## config.mk

```make
export PLATFORM = sky130hd
export DESIGN_NAME = ft2232h_tx_controller_flat
export DESIGN_NICKNAME = d
export VERILOG_FILES = /design/src/rtl/ft2232h_pkg.sv /design/src/rtl/ft2232h_tx_controller_if.sv /design/src/rtl/ft2232h_tx_fifo.sv /design/src/rtl/ft2232h_tx_controller.sv /design/src/flat_wrapper.sv
export SDC_FILE = /design/constraint.sdc
export NUM_CORES = 1
export LEC_CHECK = 0
export CELL_PAD_IN_SITES_DETAIL_PLACEMENT = 1
export CELL_PAD_IN_SITES_GLOBAL_PLACEMENT = 2
export CORE_MARGIN = 4
export CORE_UTILIZATION = 39
export CTS_BUF_LIST = sky130_fd_sc_hd__clkbuf_4
export CTS_CLUSTER_DIAMETER = 40
export DETAILED_ROUTE_END_ITERATION = 6
export HOLD_SLACK_MARGIN = 0.08
export PLACE_DENSITY = 0.81
export SETUP_SLACK_MARGIN = 0.5
export SYNTH_ARGS = -nofsm -noshare
export SYNTH_HDL_FRONTEND = slang
export SYNTH_HIERARCHICAL = 1
export SYNTH_SLANG_ARGS = --single-unit
export TNS_END_PERCENT = 100
```

## constraint.sdc

```tcl
create_clock -name clk -period 2.1 [get_ports clk]
set_input_delay 0.21 -clock clk [delete_from_list [all_inputs] [get_ports clk]]
set_output_delay 0.21 -clock clk [all_outputs]
set_load 0.005 [all_outputs]
```

## src/rtl/ft2232h_pkg.sv

```systemverilog
// Shared FT2232H async-245 definitions used by both the TX and RX controllers.
// Holds the byte width, the write-cycle state encoding and 125 MHz timing defaults.
package ft2232h_pkg;

  localparam int BYTE_W = 8;

  // Default write-cycle timing at 125 MHz (8 ns per cycle).
  localparam int DEF_SETUP_CYC   = 2;
  localparam int DEF_WR_LOW_CYC  = 4;
  localparam int DEF_HOLD_CYC    = 1;
  localparam int DEF_RECOVER_CYC = 5;

  typedef enum logic [2:0] {
    ST_IDLE    = 3'd0,
    ST_SETUP   = 3'd1,
    ST_STROBE  = 3'd2,
    ST_HOLD    = 3'd3,
    ST_RECOVER = 3'd4
  } tx_state_e;

  function automatic int max_of(input int a, input int b);
    return (a > b) ? a : b;
  endfunction

endpackage

```

## src/rtl/ft2232h_tx_controller_if.sv

```systemverilog
// Upstream byte stream plus FT2232H transmit pins, bundled for the TX controller.
// The controller takes the slave view; upstream logic and the pad wrapper take master.
interface ft2232h_tx_controller_if;
  import ft2232h_pkg::*;

  logic [BYTE_W-1:0] tx_data;
  logic              tx_valid;
  logic              tx_ready;
  logic              usb_txen;
  logic              usb_wrn;
  logic [BYTE_W-1:0] usb_d_out;
  logic              usb_d_oe;

  modport master (
    output tx_data, tx_valid, usb_txen,
    input  tx_ready, usb_wrn, usb_d_out, usb_d_oe
  );

  modport slave (
    input  tx_data, tx_valid, usb_txen,
    output tx_ready, usb_wrn, usb_d_out, usb_d_oe
  );

endinterface

```

## src/rtl/ft2232h_tx_fifo.sv

```systemverilog
// Show-ahead synchronous byte FIFO with registered full/empty flags.
// Pointers carry one extra wrap bit so full and empty are distinguishable.
module ft2232h_tx_fifo
  import ft2232h_pkg::*;
#(
  parameter int DEPTH = 16
) (
  input  logic              clk,
  input  logic              rst_n,
  input  logic [BYTE_W-1:0] wr_data,
  input  logic              wr_en,
  output logic              full,
  input  logic              rd_en,
  output logic [BYTE_W-1:0] rd_data,
  output logic              empty
);

  localparam int AW = $clog2(DEPTH);

  logic [AW:0]       wr_ptr, rd_ptr;
  logic [AW:0]       wr_ptr_nxt, rd_ptr_nxt;
  logic              push, pop;
  logic [BYTE_W-1:0] mem [DEPTH];

  assign push    = wr_en && !full;
  assign pop     = rd_en && !empty;
  assign rd_data = mem[rd_ptr[AW-1:0]];

  always_comb begin
    // NOTE: defaults first so every path assigns both pointers and no latch is inferred.
    wr_ptr_nxt = wr_ptr;
    rd_ptr_nxt = rd_ptr;
    if (push) wr_ptr_nxt = wr_ptr + 1'b1;
    if (pop)  rd_ptr_nxt = rd_ptr + 1'b1;
  end

  // NOTE: storage is not reset; the pointers alone decide what is valid, so
  // a reset discards contents without clearing every entry.
  always_ff @(posedge clk) begin
    if (push) mem[wr_ptr[AW-1:0]] <= wr_data;
  end

  // NOTE: non-blocking assignments so every flop samples pre-edge values.
  always_ff @(posedge clk or negedge rst_n) begin
    if (!rst_n) begin
      wr_ptr <= '0;
      rd_ptr <= '0;
      full   <= 1'b0;
      empty  <= 1'b1;
    end else begin
      wr_ptr <= wr_ptr_nxt;
      rd_ptr <= rd_ptr_nxt;
      empty  <= (wr_ptr_nxt == rd_ptr_nxt);
      full   <= (wr_ptr_nxt[AW] != rd_ptr_nxt[AW]) &&
                (wr_ptr_nxt[AW-1:0] == rd_ptr_nxt[AW-1:0]);
    end
  end

endmodule

```

## src/rtl/ft2232h_tx_controller.sv

```systemverilog
// FT2232H async-245 transmit controller: buffers upstream bytes and generates
// WR# write cycles with registered, glitch-free pin outputs whenever TXE# reports space.
module ft2232h_tx_controller
  import ft2232h_pkg::*;
#(
  parameter int DEPTH       = 16,
  parameter int SETUP_CYC   = DEF_SETUP_CYC,
  parameter int WR_LOW_CYC  = DEF_WR_LOW_CYC,
  parameter int HOLD_CYC    = DEF_HOLD_CYC,
  parameter int RECOVER_CYC = DEF_RECOVER_CYC,
  parameter int COUNT_W     = 16
) (
  input  logic                   clk,
  input  logic                   reset,
  ft2232h_tx_controller_if.slave bus,
  output logic                   tx_busy,
  output logic [COUNT_W-1:0]     tx_count
);

  localparam logic [2:0] IDLE    = ST_IDLE;
  localparam logic [2:0] SETUP   = ST_SETUP;
  localparam logic [2:0] STROBE  = ST_STROBE;
  localparam logic [2:0] HOLD    = ST_HOLD;
  localparam logic [2:0] RECOVER = ST_RECOVER;

  localparam int MAX_CYC = max_of(max_of(SETUP_CYC, WR_LOW_CYC),
                                  max_of(HOLD_CYC, RECOVER_CYC));
  localparam int CNT_W   = $clog2(MAX_CYC + 1);

  logic              txen_meta, txen_sync;
  logic              fifo_full, fifo_empty;
  logic [BYTE_W-1:0] fifo_head;
  logic              start;

  logic [2:0]        state;
  logic [CNT_W-1:0]  cnt;
  logic              wrn_q, oe_q, busy_q;
  logic [BYTE_W-1:0] d_out_q;
  logic [COUNT_W-1:0] count_q;

  // TXE# is asynchronous to clk; both stages reset to "no space".
  always_ff @(posedge clk or negedge reset) begin
    if (!reset) begin
      txen_meta <= 1'b1;
      txen_sync <= 1'b1;
    end else begin
      txen_meta <= bus.usb_txen;
      txen_sync <= txen_meta;
    end
  end

  ft2232h_tx_fifo #(.DEPTH(DEPTH)) u_fifo (
    .clk     (clk),
    .rst_n   (reset),
    .wr_data (bus.tx_data),
    .wr_en   (bus.tx_valid),
    .full    (fifo_full),
    .rd_en   (start),
    .rd_data (fifo_head),
    .empty   (fifo_empty)
  );

  // TXE# only gates the start of a write; a started write always completes.
  assign start = (state == IDLE) && !fifo_empty && !txen_sync;

  always_ff @(posedge clk or negedge reset) begin
    if (!reset) begin
      state   <= IDLE;
      cnt     <= '0;
      wrn_q   <= 1'b1;
      oe_q    <= 1'b0;
      busy_q  <= 1'b0;
      d_out_q <= '0;
      count_q <= '0;
    end else if (state == IDLE) begin
      if (start) begin
        d_out_q <= fifo_head;
        oe_q    <= 1'b1;
        busy_q  <= 1'b1;
        cnt     <= CNT_W'(SETUP_CYC - 1);
        state   <= SETUP;
      end
    end else if (cnt != '0) begin
      cnt <= cnt - 1'b1;
    end else begin
      // Phase timer expired: advance to the next phase of the write cycle.
      case (state)
        SETUP: begin
          wrn_q <= 1'b0;
          cnt   <= CNT_W'(WR_LOW_CYC - 1);
          state <= STROBE;
        end
        STROBE: begin
          wrn_q   <= 1'b1;
          count_q <= count_q + 1'b1;
          cnt     <= CNT_W'(HOLD_CYC - 1);
          state   <= HOLD;
        end
        HOLD: begin
          oe_q  <= 1'b0;
          cnt   <= CNT_W'(RECOVER_CYC - 1);
          state <= RECOVER;
        end
        RECOVER: begin
          busy_q <= 1'b0;
          state  <= IDLE;
        end
        default: begin
          wrn_q  <= 1'b1;
          oe_q   <= 1'b0;
          busy_q <= 1'b0;
          state  <= IDLE;
        end
      endcase
    end
  end

  assign bus.tx_ready  = !fifo_full;
  assign bus.usb_wrn   = wrn_q;
  assign bus.usb_d_oe  = oe_q;
  assign bus.usb_d_out = d_out_q;
  assign tx_busy       = busy_q;
  assign tx_count      = count_q;

endmodule

```

## src/flat_wrapper.sv

```systemverilog
// flat-port wrapper written by rule: the top's interface ports become plain ports
module ft2232h_tx_controller_flat import ft2232h_pkg::*;
#(
  parameter int DEPTH       = 16,
  parameter int SETUP_CYC   = DEF_SETUP_CYC,
  parameter int WR_LOW_CYC  = DEF_WR_LOW_CYC,
  parameter int HOLD_CYC    = DEF_HOLD_CYC,
  parameter int RECOVER_CYC = DEF_RECOVER_CYC,
  parameter int COUNT_W     = 16
)
  (clk, reset, tx_busy, tx_count, bus_tx_data, bus_tx_valid, bus_usb_txen, bus_tx_ready, bus_usb_wrn, bus_usb_d_out, bus_usb_d_oe);
  ft2232h_tx_controller_if bus_i ();
  input  logic clk;
  input  logic reset;
  output logic tx_busy;
  output logic [COUNT_W-1:0] tx_count;
  input wire logic [$bits(bus_i.tx_data)-1:0] bus_tx_data;
  input wire logic [$bits(bus_i.tx_valid)-1:0] bus_tx_valid;
  input wire logic [$bits(bus_i.usb_txen)-1:0] bus_usb_txen;
  output wire logic [$bits(bus_i.tx_ready)-1:0] bus_tx_ready;
  output wire logic [$bits(bus_i.usb_wrn)-1:0] bus_usb_wrn;
  output wire logic [$bits(bus_i.usb_d_out)-1:0] bus_usb_d_out;
  output wire logic [$bits(bus_i.usb_d_oe)-1:0] bus_usb_d_oe;
  assign bus_i.tx_data = bus_tx_data;
  assign bus_i.tx_valid = bus_tx_valid;
  assign bus_i.usb_txen = bus_usb_txen;
  assign bus_tx_ready = bus_i.tx_ready;
  assign bus_usb_wrn = bus_i.usb_wrn;
  assign bus_usb_d_out = bus_i.usb_d_out;
  assign bus_usb_d_oe = bus_i.usb_d_oe;
  ft2232h_tx_controller #(.DEPTH(DEPTH), .SETUP_CYC(SETUP_CYC), .WR_LOW_CYC(WR_LOW_CYC), .HOLD_CYC(HOLD_CYC), .RECOVER_CYC(RECOVER_CYC), .COUNT_W(COUNT_W)) u_core (.clk(clk), .reset(reset), .bus(bus_i), .tx_busy(tx_busy), .tx_count(tx_count));
endmodule
```

After elaboration in Yosys (flattened, before gate mapping)
Memory sizes are Yosys's and may differ from the RTL's. A register that Yosys moved wholly into a read port is not among the register bits.
Cells that the tools add are included.
W data, S select, Z words.
- flip-flop bits (word level): 39
- memory bits (writable): 128
- logic and storage cells: 72
- input bits: 12
- memories: 1
- output and inout bits: 28
- memory list (memory ; words ; width ; read ports ; clocked after memory_dff ; write ports ; line ; RTL):
    u_core.u_fifo.mem ; 16 ; 8 ; 1 ; 1 ; 1 ; ft2232h_tx_fifo.sv:23 ; logic [BYTE_W-1:0] mem [DEPTH];
- add/subtract/negate cells: 4
- bitwise gates (word level): 3
- reduce and logical (&&, ||, !) cells: 22
- mux-type cells: 19
- equality and inequality tests: 11
- operator list (cell ; number):
    $pmux W3 S3 ; 2
    $add A16 B1 Y16 const B ; 1
    $mux W3 ; 5
    $reduce_and A3 Y1 ; 4
    $add A5 B1 Y5 const B ; 2
    $mux W5 ; 2
    $mux W1 ; 9
    $eq A3 B2 Y1 const B ; 2
    $ne A2 B1 Y1 const B ; 3
    $reduce_and A2 Y1 ; 3
    $reduce_or A3 Y1 ; 2
    $eq A5 B5 Y1 ; 1
    $logic_and A1 B1 Y1 ; 5
    $reduce_bool A5 Y1 ; 1
    $eq A4 B4 Y1 ; 1
    $logic_not A1 Y1 ; 4
    $eq A3 B1 Y1 const B ; 1
    $eq A3 B3 Y1 const B ; 1
    $logic_not A3 Y1 ; 1
    $not A1 Y1 ; 3
    $reduce_bool A3 Y1 ; 1
    $sub A3 B1 Y3 const B ; 1
    $ne A2 B2 Y1 const B ; 1
    $pmux W1 S2 ; 1
    other kinds (2) ; 2

Depth between registers and ports, before layout
Gate-level depths: netlist (run 1).
- depth in word-level cells: 7
- gate-level depth with buffers: 10
- gate-level depth less buffers: 8

Cells and area by module
Netlist (run 1), hierarchy kept.
- by module, submodules not included (module ; seq. area each (um2) ; times used ; area each (um2) ; cells each):
    ft2232h_tx_fifo ; 4145.2 ; 1 ; 5522.8 ; 265
    ft2232h_tx_controller ; 879.6 ; 1 ; 1602.8 ; 143

Least setup slack after synthesis (run 1)
Ideal clock, no wire load.
- kind: reg-to-reg
- start point: register u_core.state[2]
- end point: register u_core.u_fifo.empty
- arrival: 2177 ps
- path buffers: 2
- cell stages (with the launch flop): 11
- setup time: 82 ps
- path slack: -158 ps
- clock period less this slack: 2258 ps
- data required time: 2018 ps
- cell sequence: dfrtp_1 buf_2 nor2_2 nand2_1 buf_2 inv_1 nor2b_2 mux2_4 xor2_1 or3_1 nor3_1
- cells in the longest elaborated chain, start to end: 6
- ends and longest elaborated chain (element ; line ; RTL):
    start: declaration ; ft2232h_tx_controller.sv:35 ; logic [2:0] state;
    start signal: assignment ; ft2232h_tx_controller.sv:68 ; state <= IDLE;
    start signal: assignment ; ft2232h_tx_controller.sv:81 ; state <= SETUP;
    start signal: assignment ; ft2232h_tx_controller.sv:91 ; state <= STROBE;
    $logic_not A3 Y1 ; ft2232h_tx_controller.sv:64 ; assign start = (state == IDLE) && !fifo_empty && !txen_sync;
    $logic_and A1 B1 Y1 (2 in a row) ; ft2232h_tx_controller.sv:64 ;
    via u_core.start ; ft2232h_tx_controller.sv:33 ; logic start;
    $logic_and A1 B1 Y1 ; ft2232h_tx_fifo.sv:26 ; assign pop = rd_en && !empty;
    $mux W5 ; ft2232h_tx_fifo.sv:34 ; if (pop) rd_ptr_nxt = rd_ptr + 1'b1;
    via u_core.u_fifo.rd_ptr_nxt[1] ; ft2232h_tx_fifo.sv:21 ; logic [AW:0] wr_ptr_nxt, rd_ptr_nxt;
    $eq A5 B5 Y1 ; ft2232h_tx_fifo.sv:53 ; empty <= (wr_ptr_nxt == rd_ptr_nxt);
    end signal: assignment ; ft2232h_tx_fifo.sv:53 ;
    end: declaration ; ft2232h_tx_fifo.sv:15 ; output logic empty
The timed path passes the listed nets, and every way through them passes these cells.
A chain may end at the register's enable or synchronous reset.

Final worst setup path (run 1)
- start point: register u_core.txen_sync
- end point: register u_core.u_fifo.full
- cells in the longest elaborated chain, start to end: 6
- elaborated cells between the ends (all ways): 7
- classes of those cells: eq/ne: 2; mux: 1; reduce/logical: 4
- ends and longest elaborated chain (element ; line ; RTL):
    start: declaration ; ft2232h_tx_controller.sv:30 ; logic txen_meta, txen_sync;
    start signal: assignment ; ft2232h_tx_controller.sv:48 ; txen_sync <= txen_meta;
    $logic_not A1 Y1 ; ft2232h_tx_controller.sv:64 ;
    $logic_and A1 B1 Y1 ; ft2232h_tx_controller.sv:64 ;
    via u_core.start ; ft2232h_tx_controller.sv:33 ;
    $logic_and A1 B1 Y1 ; ft2232h_tx_fifo.sv:26 ;
    $mux W5 ; ft2232h_tx_fifo.sv:34 ;
    via u_core.u_fifo.rd_ptr_nxt[1] ; ft2232h_tx_fifo.sv:21 ;
    $eq A4 B4 Y1 ; ft2232h_tx_fifo.sv:55 ; (wr_ptr_nxt[AW-1:0] == rd_ptr_nxt[AW-1:0]);
    $logic_and A1 B1 Y1 ; ft2232h_tx_fifo.sv:54 ; full <= (wr_ptr_nxt[AW] != rd_ptr_nxt[AW]) &&
    end signal: assignment ; ft2232h_tx_fifo.sv:54 ;
    end: declaration ; ft2232h_tx_fifo.sv:12 ; output logic full,
The timed path passes the listed nets, and every way through them passes these cells.

==> impl_metrics.csv, run 1 <==
group,metric,value,unit
critical_path,required,2630,ps
global_route,antenna_found_initial,1,
timing,fin_setup_tns,0,ps
power,p_total,11.2,mW
place,dp.cells,691,
layout,filler_cell_count,1733,
synth,synth_nets,428,
floorplanning,start_util,0.397,
synth,syn_area_per_cell,17.5,µm²
routing,vias_per_cell,5.21,
timing,worst_slack,112,ps
synth,netlist_instances,408,
synth,synth_edf_count,128,
global_route,grt_pass1_wl,24800,µm
clock_tree,cts_root_buf,"clkbuf_4",
routing,ant_nets,0,
timing,tightest_slew,819,ps
global_route,grt_use_total,0.165,
synth,synth_area_leaders,"edfxtp_1 (54%), dfrtp_1 (15%), mux4_2 (10%)",
layout,fin_area,8850,µm²
routing,dr.pass1.iters,4,
run,maxCapViolCount,0,
layout,seqCellArea,5030,µm²
synth,synthArstFlopShare,0.269,
clock_tree,path_clk_slew,150,ps
floorplanning,fp.dieW,143,µm
clock_tree,clk_latency,600,ps
critical_path,reg2reg_from,"u_core/txen_sync",
timing,hold_viol,0,
synth,syn_area,7130,µm²
power,power_density,1260,nW/µm²
power,ir_worst_vdd,461,µV
floorplanning,fp.coreArea,18000,µm²
timing,fin_crit_sh,0.947,
critical_path,worstSetupStartpointType,"register",
floorplanning,boundaryPins,40,
timing,rsz0062_at_grt,"yes",
synth,synth.distinct_cells,46,
layout,area_growth,24.2,%
layout,layout.cells.non_filler,765,
run_status,status,"complete, no violations",
timing,slew_headroom,0.452,
floorplanning,fp.dieH,143,µm
critical_path,crit_arrival,2510,ps
critical_path,startpoint,"u_core/txen_sync",
critical_path,reg2reg_depth,8,
synth,yosysSeqAreaShare,0.705,
critical_path,reg2reg_slack,110,ps
place,portBuffers,39,
min_path,min_path_type,"in2async",
global_route,grt_pass1_vias,4357,
routing,drcViolationCount,0,
layout,multi_input_area,2100,µm²
timing,setup_viol,0,
routing,drt_iter0_markers,288,
clock_tree,cts_tree,"built",
global_route,grt_max_degree,34,
place,dpl.hpwl,10000,µm
critical_path,crit_fanout,3,
layout,utilization,0.493,
place,placed_area,8040,µm²
timing,holdWs,150,ps
timing,maxSlewViolCount,0,
timing,max_freq,0.503,GHz
clock_tree,h-tree-depth,4,
critical_path,endpoint_kind,"register",
synth,yosys_warnings,6,
floorplanning,rows,49,
synth,yosysTopAreaCell,"edfxtp_1",
clock_tree,numCtsBuffers,17,
timing,period_needed,1990,ps
clock_tree,clk_path_buf_depth,2,
synth,ys_ff_latch,175,
synth,yosys.area.top_type_share,0.539,
layout,drive_gt1_frac,0.353,
place,pre_cts_ws,29.6,ps
timing,skew,17.4,ps
clock_tree,cts_sinks,175,
critical_path,crit_type,"reg2reg",
place,gp_congestion,0.755,
layout,fin_nets,542,
power,p_leak,3.35,nW
routing,wl_per_cell,20.8,µm
floorplanning,dieArea,20500,µm²
synth,synthFlopType,"edfxtp_1",
routing,wirelength,15900,µm
global_route,grt_overflow,0,
routing,vias,3987,
[cell usage in the layout (no fill, tap or decap), drive strengths merged, types with 9 or more instances in the layout]
cell	netlist	layout
xor2	9	9
and2	19	19
nand2	21	21
nor2	11	11
a22oi	16	16
mux4	32	32
o21ai	9	9
clkdlybuf4s50	0	10
xnor2	20	20
clkbuf	7	18
buf	11	73
inv	10	15
mux2	12	12
edfxtp	128	128
dfrtp	43	43
dlygate4sd2	0	26
[state kept, by name, summed over array words and instances (netlist names)]
signal and cells:
u_core/state 3, u_core/bus.usb_d_oe 1, u_core/txen_meta 1, u_core/u_fifo/full 1
u_core/tx_count 16, u_core/bus.usb_d_out 8, u_core/u_fifo/rd_ptr 5, u_core/u_fifo/empty 1
u_core/bus.usb_wrn 1, u_core/u_fifo/mem 128, u_core/u_fifo/wr_ptr 5, u_core/cnt 3
u_core/txen_sync 1, u_core/tx_busy 1
[area by class of cell]
type                    count  share of cell area
diodes                      1            0.000283
inverters                  10             0.00424
repair buffers            113               0.117
clock buffers              17              0.0144
clock inverters            15              0.0260
well taps                 229              0.0324
flip-flops and latches    175               0.568
multi-input cells         205               0.238
[cell usage after synthesis (6+ instances only)]
master and n:
buf_2 6, inv_1 10, xor2_1 9, dfrtp_1 43
nand4_1 7, a22oi_1 16, and2_1 19, nand2_1 21
mux4_2 32, ha_1 8, mux2_2 11, o21ai_0 9
clkbuf_1 6, xnor2_1 20, edfxtp_1 128, nor2_1 10
[report_power, final]
group          total (mW)  internal [mW]  switching [mW]
Sequential           4.61           4.28           0.330
Clock                2.30           1.09            1.21
Combinational        4.24           2.18            2.06
[critical path, cell delays in order (launching register included)]
cell and delay, ps:
dfstp_2 410, nor3_4 190, nand2_2 90, inv_2 60
nor2b_4 180, mux2_4 340, xor2_2 160, or3_4 350
nor3b_2 160
[final timing paths]
path	end
min reg2reg	u_core/txen_sync
min in group clk	u_core/u_fifo/wr_ptr[2]
max reg2reg	u_core/u_fifo/full
min	u_core/txen_meta
max	u_core/u_fifo/full
max in group asynchronous	u_core/tx_count[11]
[cells by family (layout without fill, tap and decap cells)]
kind of cell	count (synthesis)	count (layout)	synth area share
AO/OA/AOI/OAI	35	35	0.0327
XOR/XNOR	29	29	0.0356
adder cells (fa/ha/maj)	8	8	0.0140
buffers and inverters	28	155	0.0193
flip-flops	175	175	0.705
multiplexers	45	45	0.122
other	0	1	0
AND/OR/NAND/NOR	88	88	0.0711
[routing by layer]
layer | up-vias | track usage | wire [µm]
met3 | 16 | 0.0345 | 910
met4 | 0 | 0.0510 | 221
met1 | 2081 | 0.220 | 6670
met5 | - | 0 | 0
li1 | 1796 | - | -
met2 | 94 | 0.274 | 8150
[timing repair]
item	CTS	global route
pin swaps	6	9
gates cloned	1	1
hold buffers	3	0
setup endpoints to repair	87	42
gates resized for setup	56	7
buffers inserted	30	6
endpoints found under the hold margin	45	0
(Power assumes the default switching activity.)
==> run 2: changes to the inputs <==
--- a/config.mk
+++ b/config.mk
@@ -7,6 +7,7 @@
 export LEC_CHECK = 0
 export CELL_PAD_IN_SITES_DETAIL_PLACEMENT = 1
 export CELL_PAD_IN_SITES_GLOBAL_PLACEMENT = 2
+export CORE_ASPECT_RATIO = 0.5
 export CORE_MARGIN = 4
 export CORE_UTILIZATION = 39
 export CTS_BUF_LIST = sky130_fd_sc_hd__clkbuf_4
==> run 2 against run 1 <==
Effect of this change:
- sequential cell count did not move
- worst hold slack better by 67 ps
- clock-buffer cell count unchanged
- largest cell class unchanged
==> impl_metrics.csv, run 2 (synthesized netlist as in run 1, its figures left out) <==
group,metric,value,unit
timing,tightest_slew,637,ps
critical_path,endpoint_kind,"register",
power,p_switching,3.91,mW
routing,vias_per_cell,5.15,
floorplanning,boundaryPins,40,
layout,fin_nets,547,
timing,period_needed,2030,ps
clock_tree,clk_latency,560,ps
layout,filler_cell_count,1688,
power,power_density,1240,nW/µm²
timing,maxSlewViolCount,0,
layout,largest_register_ffs,128,
floorplanning,rows,34,
run_status,status,"complete, no violations",
critical_path,crit_arrival,2470,ps
floorplanning,fp.dieH,104,µm
global_route,grt_pass1_vias,4277,
layout,drive_gt1_frac,0.378,
global_route,antenna_found_initial,0,
routing,wirelength,16700,µm
critical_path,startpoint,"u_core/u_fifo/rd_ptr[0]",
critical_path,required,2540,ps
timing,worst_slack,73.0,ps
floorplanning,start_util,0.404,
timing,rsz0062_at_grt,"yes",
timing,max_freq,0.493,GHz
timing,setup_viol,0,
routing,ant_nets,0,
place,dpl.hpwl,10600,µm
timing,skew,26.5,ps
critical_path,rr_endpoint,"u_core/bus.usb_d_out[7]",
layout,final_cell_mix,"edfxtp_1 (128), buf_4 (54), dfrtp_1 (41)",
critical_path,reg2reg_from,"u_core/u_fifo/rd_ptr[0]",
global_route,grt_use_met3,0.0386,
layout,multi_input_area,2170,µm²
min_path,min_path_type,"in2async",
critical_path,reg2reg_slack,70,ps
place,pre_cts_ws,-110,ps
routing,wl_per_cell,21.6,µm
routing,vias,3986,
power,p_leak,3.39,nW
power,p_int,7.20,mW
global_route,grt_util_met1,0.244,
clock_tree,numCtsBuffers,17,
place,gp_congestion,0.748,
critical_path,reg2reg_depth,7,
critical_path,crit_fanout,7,
layout,final_common_cell,"edfxtp_1",
clock_tree,h-tree-depth,4,
clock_tree,clk_path_buf_depth,2,
clock_tree,cts_root_buf,"clkbuf_4",
power,switching_share,0.352,
layout,area_growth,25.6,%
timing,slew_headroom,0.574,
global_route,grt_max_degree,34,
global_route,met2_usage,0.265,
floorplanning,fp.dieW,199,µm
routing,dr.pass1.iters,4,
power,power_frac_seq,0.418,
place,portBuffers,39,
global_route,busiest_layer,"met2",
power,pwr-share-comb,0.405,
routing,drcViolationCount,0,
run,maxCapViolCount,0,
floorplanning,fp.coreArea,17700,µm²
timing,hold_viol,0,
global_route,grt_use_total,0.169,
clock_tree,cts_sinks,175,
global_route,grt_pass1_wl,26200,µm
layout,utilization,0.507,
layout,insertedDiodeCount,0,
critical_path,crit_type,"reg2reg",
power,ir_worst_vdd,386,µV
clock_tree,path_clk_slew,160,ps
floorplanning,dieArea,20600,µm²
routing,drt_iter0_markers,383,
power,power.share.clock,0.177,
critical_path,worstSetupStartpointType,"register",
clock_tree,cts_tree,"built",
global_route,grt_overflow,0,
layout,seqCellArea,5030,µm²
timing,fin_crit_sh,0.965,
-- run 2: cell type report --
| type | instances | area share |
|---|---|---|
| multi-input cells | 205 | 0.242 |
| inverters | 10 | 0.00419 |
| well taps | 234 | 0.0327 |
| clock inverters | 15 | 0.0205 |
| clock buffers | 17 | 0.0143 |
| flip-flops and latches | 175 | 0.562 |
| repair buffers | 118 | 0.125 |
-- run 2: how the worst max path moves through the flow --
stage,cells past startpoint,endpoint
final,7,u_core/bus.usb_d_out[7]
after global routing,7,u_core/bus.usb_d_out[7]
after CTS,8,u_core/u_fifo/full
after detailed placement,8,u_core/u_fifo/full
after global placement,8,u_core/u_fifo/full
after floorplan,10,u_core/u_fifo/full
-- run 2: worst max-delay path, cell delays in order, from the launching register on --
cell,delay (ps)
dfrtp_2,490
buf_12,160
buf_6,90
buf_6,110
mux4_2,510
a22oi_2,180
nand2_1,100
mux2_4,280
-- run 2: timing repair --
action | CTS | global route
endpoints found under the hold margin | 44 | 0
setup endpoints to repair | 100 | 72
hold buffers | 3 | 0
setup buffers | 29 | 8
resized for setup | 59 | 36
pin swaps | 9 | 14
-- run 2: layer usage --
layer | part of all wire | vias up
met5 | 0 | -
met4 | 0.0063 | 0
met3 | 0.063 | 13
met2 | 0.49 | 104
met1 | 0.44 | 2065
li1 | - | 1804
-- run 2: power by group through the flow --
stage                     Combinational (mW)  Clock (mW)  Sequential, mW
after global placement                  3.67           0            4.68
after detailed placement                3.76           0            4.71
final                                   4.50        1.97            4.64
after floorplan                         2.39           0            4.59
after global routing                    4.86        2.22            4.70
after CTS                               4.14        2.03            4.62
-- run 2: per-stage QoR --
stage	hold WS [ps]	setup TNS [ps]	cells	total power [mW]	instance area [µm²]
CTS	180	0	766	10.8	8760
detailed placement	128	-113	702	8.47	8120
finish	217	0	774	11.1	8950
global route	177	-35.3	774	11.8	8950
global placement	130	0	702	8.35	8120
floorplan	-85.6	0	408	6.98	7200
==> run 3: changes to the inputs <==
--- a/config.mk
+++ b/config.mk
@@ -14,7 +14,7 @@
 export CTS_CLUSTER_DIAMETER = 40
 export DETAILED_ROUTE_END_ITERATION = 6
 export HOLD_SLACK_MARGIN = 0.08
-export PLACE_DENSITY = 0.81
+export PLACE_DENSITY_LB_ADDON = 0.1
 export SETUP_SLACK_MARGIN = 0.5
 export SYNTH_ARGS = -nofsm -noshare
 export SYNTH_HDL_FRONTEND = slang
==> run 3 against run 2 <==
Effect of this change:
- die area unchanged
- cell count down 1.6%
- setup slack worse by 21 ps
- sequential cell count unchanged
==> impl_metrics.csv, run 3 (synthesized netlist as in run 1, its figures left out) <==
group,metric,value,unit
run_status,status,"complete, no violations",
clock_tree,path_clk_slew,140,ps
layout,largest_register_ffs,128,
place,placed_area,8090,µm²
global_route,grt_pass1_vias,4238,
routing,drcViolationCount,0,
run,maxCapViolCount,0,
global_route,grt_max_degree,48,
power,power_frac_seq,0.419,
timing,setup_viol,0,
floorplanning,start_util,0.404,
place,dpl.hpwl,10800,µm
timing,fin_setup_tns,0,ps
critical_path,worst-path-stages,7,
clock_tree,clk_path_buf_depth,2,
floorplanning,fp.dieW,199,µm
layout,fin_nets,535,
routing,dr.pass1.iters,4,
floorplanning,dieArea,20600,µm²
timing,skew,20.1,ps
critical_path,max_stage_delay,530,ps
timing,rsz0062_at_grt,"yes",
floorplanning,fp.dieH,104,µm
layout,drive_gt1_frac,0.356,
critical_path,reg2reg_depth,7,
routing,ant_nets,0,
timing,maxSlewViolCount,0,
timing,slew_headroom,0.434,
clock_tree,clk_latency,530,ps
layout,area_growth,24.2,%
critical_path,required,2520,ps
min_path,min_path_type,"in2async",
place,portBuffers,39,
routing,wirelength,16400,µm
clock_tree,cts_root_buf,"clkbuf_4",
clock_tree,cts_tree,"built",
routing,drt_iter0_markers,201,
critical_path,crit_fanout,4,
critical_path,crit_chain,"buf_12, buf_16, mux4_2, a22oi_2, buf_4, nand2_2, mux2_2",
global_route,antenna_found_initial,0,
power,power.share.clock,0.185,
power,p_leak,3.33,nW
critical_path,crit_arrival,2470,ps
critical_path,path_buf_inv,3,
critical_path,critical-path-top-delay-family,"multiplexers",
timing,period_needed,2050,ps
layout,fin_area,8850,µm²
timing,hold_viol,0,
global_route,grt_overflow,0,
layout,filler_cell_count,1672,
layout,utilization,0.501,
global_route,grt_use_total,0.165,
timing,tightest_slew,848,ps
power,ir_worst_vdd,474,µV
power,p_switching,3.65,mW
floorplanning,boundaryPins,40,
clock_tree,numCtsBuffers,17,
layout,final_cell_mix,"edfxtp_1 (128), buf_4 (48), dfrtp_1 (42)",
routing,vias,3959,
power,switching_share,0.331,
global_route,grt_pass1_wl,25400,µm
place,gp_congestion,0.756,
critical_path,crit_slowest_cell,"mux4_2",
power,power_density,1250,nW/µm²
critical_path,worstSetupStartpointType,"register",
timing,max_freq,0.488,GHz
clock_tree,cts_sinks,175,
floorplanning,fp.coreArea,17700,µm²
routing,wl_per_cell,21.6,µm
critical_path,endpoint_kind,"register",
routing,vias_per_cell,5.20,
timing,fin_crit_sh,0.975,
layout,insertedDiodeCount,0,
layout,final_common_cell,"edfxtp_1",
power,p_int,7.37,mW
critical_path,crit_type,"reg2reg",
clock_tree,h-tree-depth,4,
floorplanning,rows,34,
power,pwr-share-comb,0.395,
run 3: metrics by stage:
| step | setup slack (ps) | cells | hold WS (ps) | power (mW) |
|---|---|---|---|---|
| after global routing | 7.94 | 762 | 282 | 11.7 |
| after global placement | 66.6 | 695 | 354 | 8.38 |
| after CTS | 138 | 758 | 264 | 11.0 |
| after detailed placement | 46.8 | 695 | 354 | 8.50 |
| after floorplan | 46.8 | 408 | -85.6 | 6.98 |
| final | 52.1 | 762 | 296 | 11.0 |
run 3: final cells by class:
class	count	area, µm²	area share
inverter	10	37.5	0.00424
clock inverter	15	178	0.0201
clock buffer	17	128	0.0144
timing repair buffer	106	1050	0.119
multi-input combinational	205	2140	0.242
tap	234	293	0.0331
sequential	175	5030	0.568
run 3: final timing paths:
| check | to | from | slack, ps |
|---|---|---|---|
| min reg2reg | u_core/txen_sync | u_core/txen_meta | 370 |
| max in group asynchronous | u_core/u_fifo/rd_ptr[0] | reset | 1340 |
| max | u_core/bus.usb_d_out[6] | u_core/u_fifo/rd_ptr[0] | 50 |
| min | u_core/tx_count[9] | reset | 300 |
| max reg2reg | u_core/bus.usb_d_out[6] | u_core/u_fifo/rd_ptr[0] | 50 |
| min in group clk | u_core/txen_sync | u_core/txen_meta | 370 |
run 3: layer usage:
metal | part of all wire | wire length (µm) | track usage | vias up
met1 | 0.46 | 7620 | 0.238 | 2099
met2 | 0.49 | 8010 | 0.256 | 76
met3 | 0.046 | 762 | 0.0418 | 4
met4 | 0.0033 | 55 | 0.0307 | 0
met5 | 0 | 0 | 0 | -
li1 | - | - | - | 1780
run 3: timing repair:
action | in CTS | in global routing
hold buffers | 2 | 0
gates resized for setup | 59 | 15
pin swaps | 8 | 10
endpoints found under the setup margin | 171 | 113
hold endpoints to repair | 44 | 0
setup buffers | 28 | 4
cloned | 1 | 0
run 3: worst register-to-register path, stage by stage (launching register included):
cell	delay [ps]
dfrtp_2	490
buf_12	140
buf_16	110
mux4_2	530
a22oi_2	240
buf_4	160
nand2_2	50
mux2_2	250
run 3: power by group through the flow:
stage / Clock, mW / Sequential [mW] / Combinational, mW
2_1_floorplan: 0 / 4.59 / 2.39
5_1_grt: 2.29 / 4.68 / 4.71
4_1_cts: 2.13 / 4.62 / 4.26
6_report: 2.04 / 4.62 / 4.36
3_5_place_dp: 0 / 4.71 / 3.78
3_3_place_gp: 0 / 4.67 / 3.71
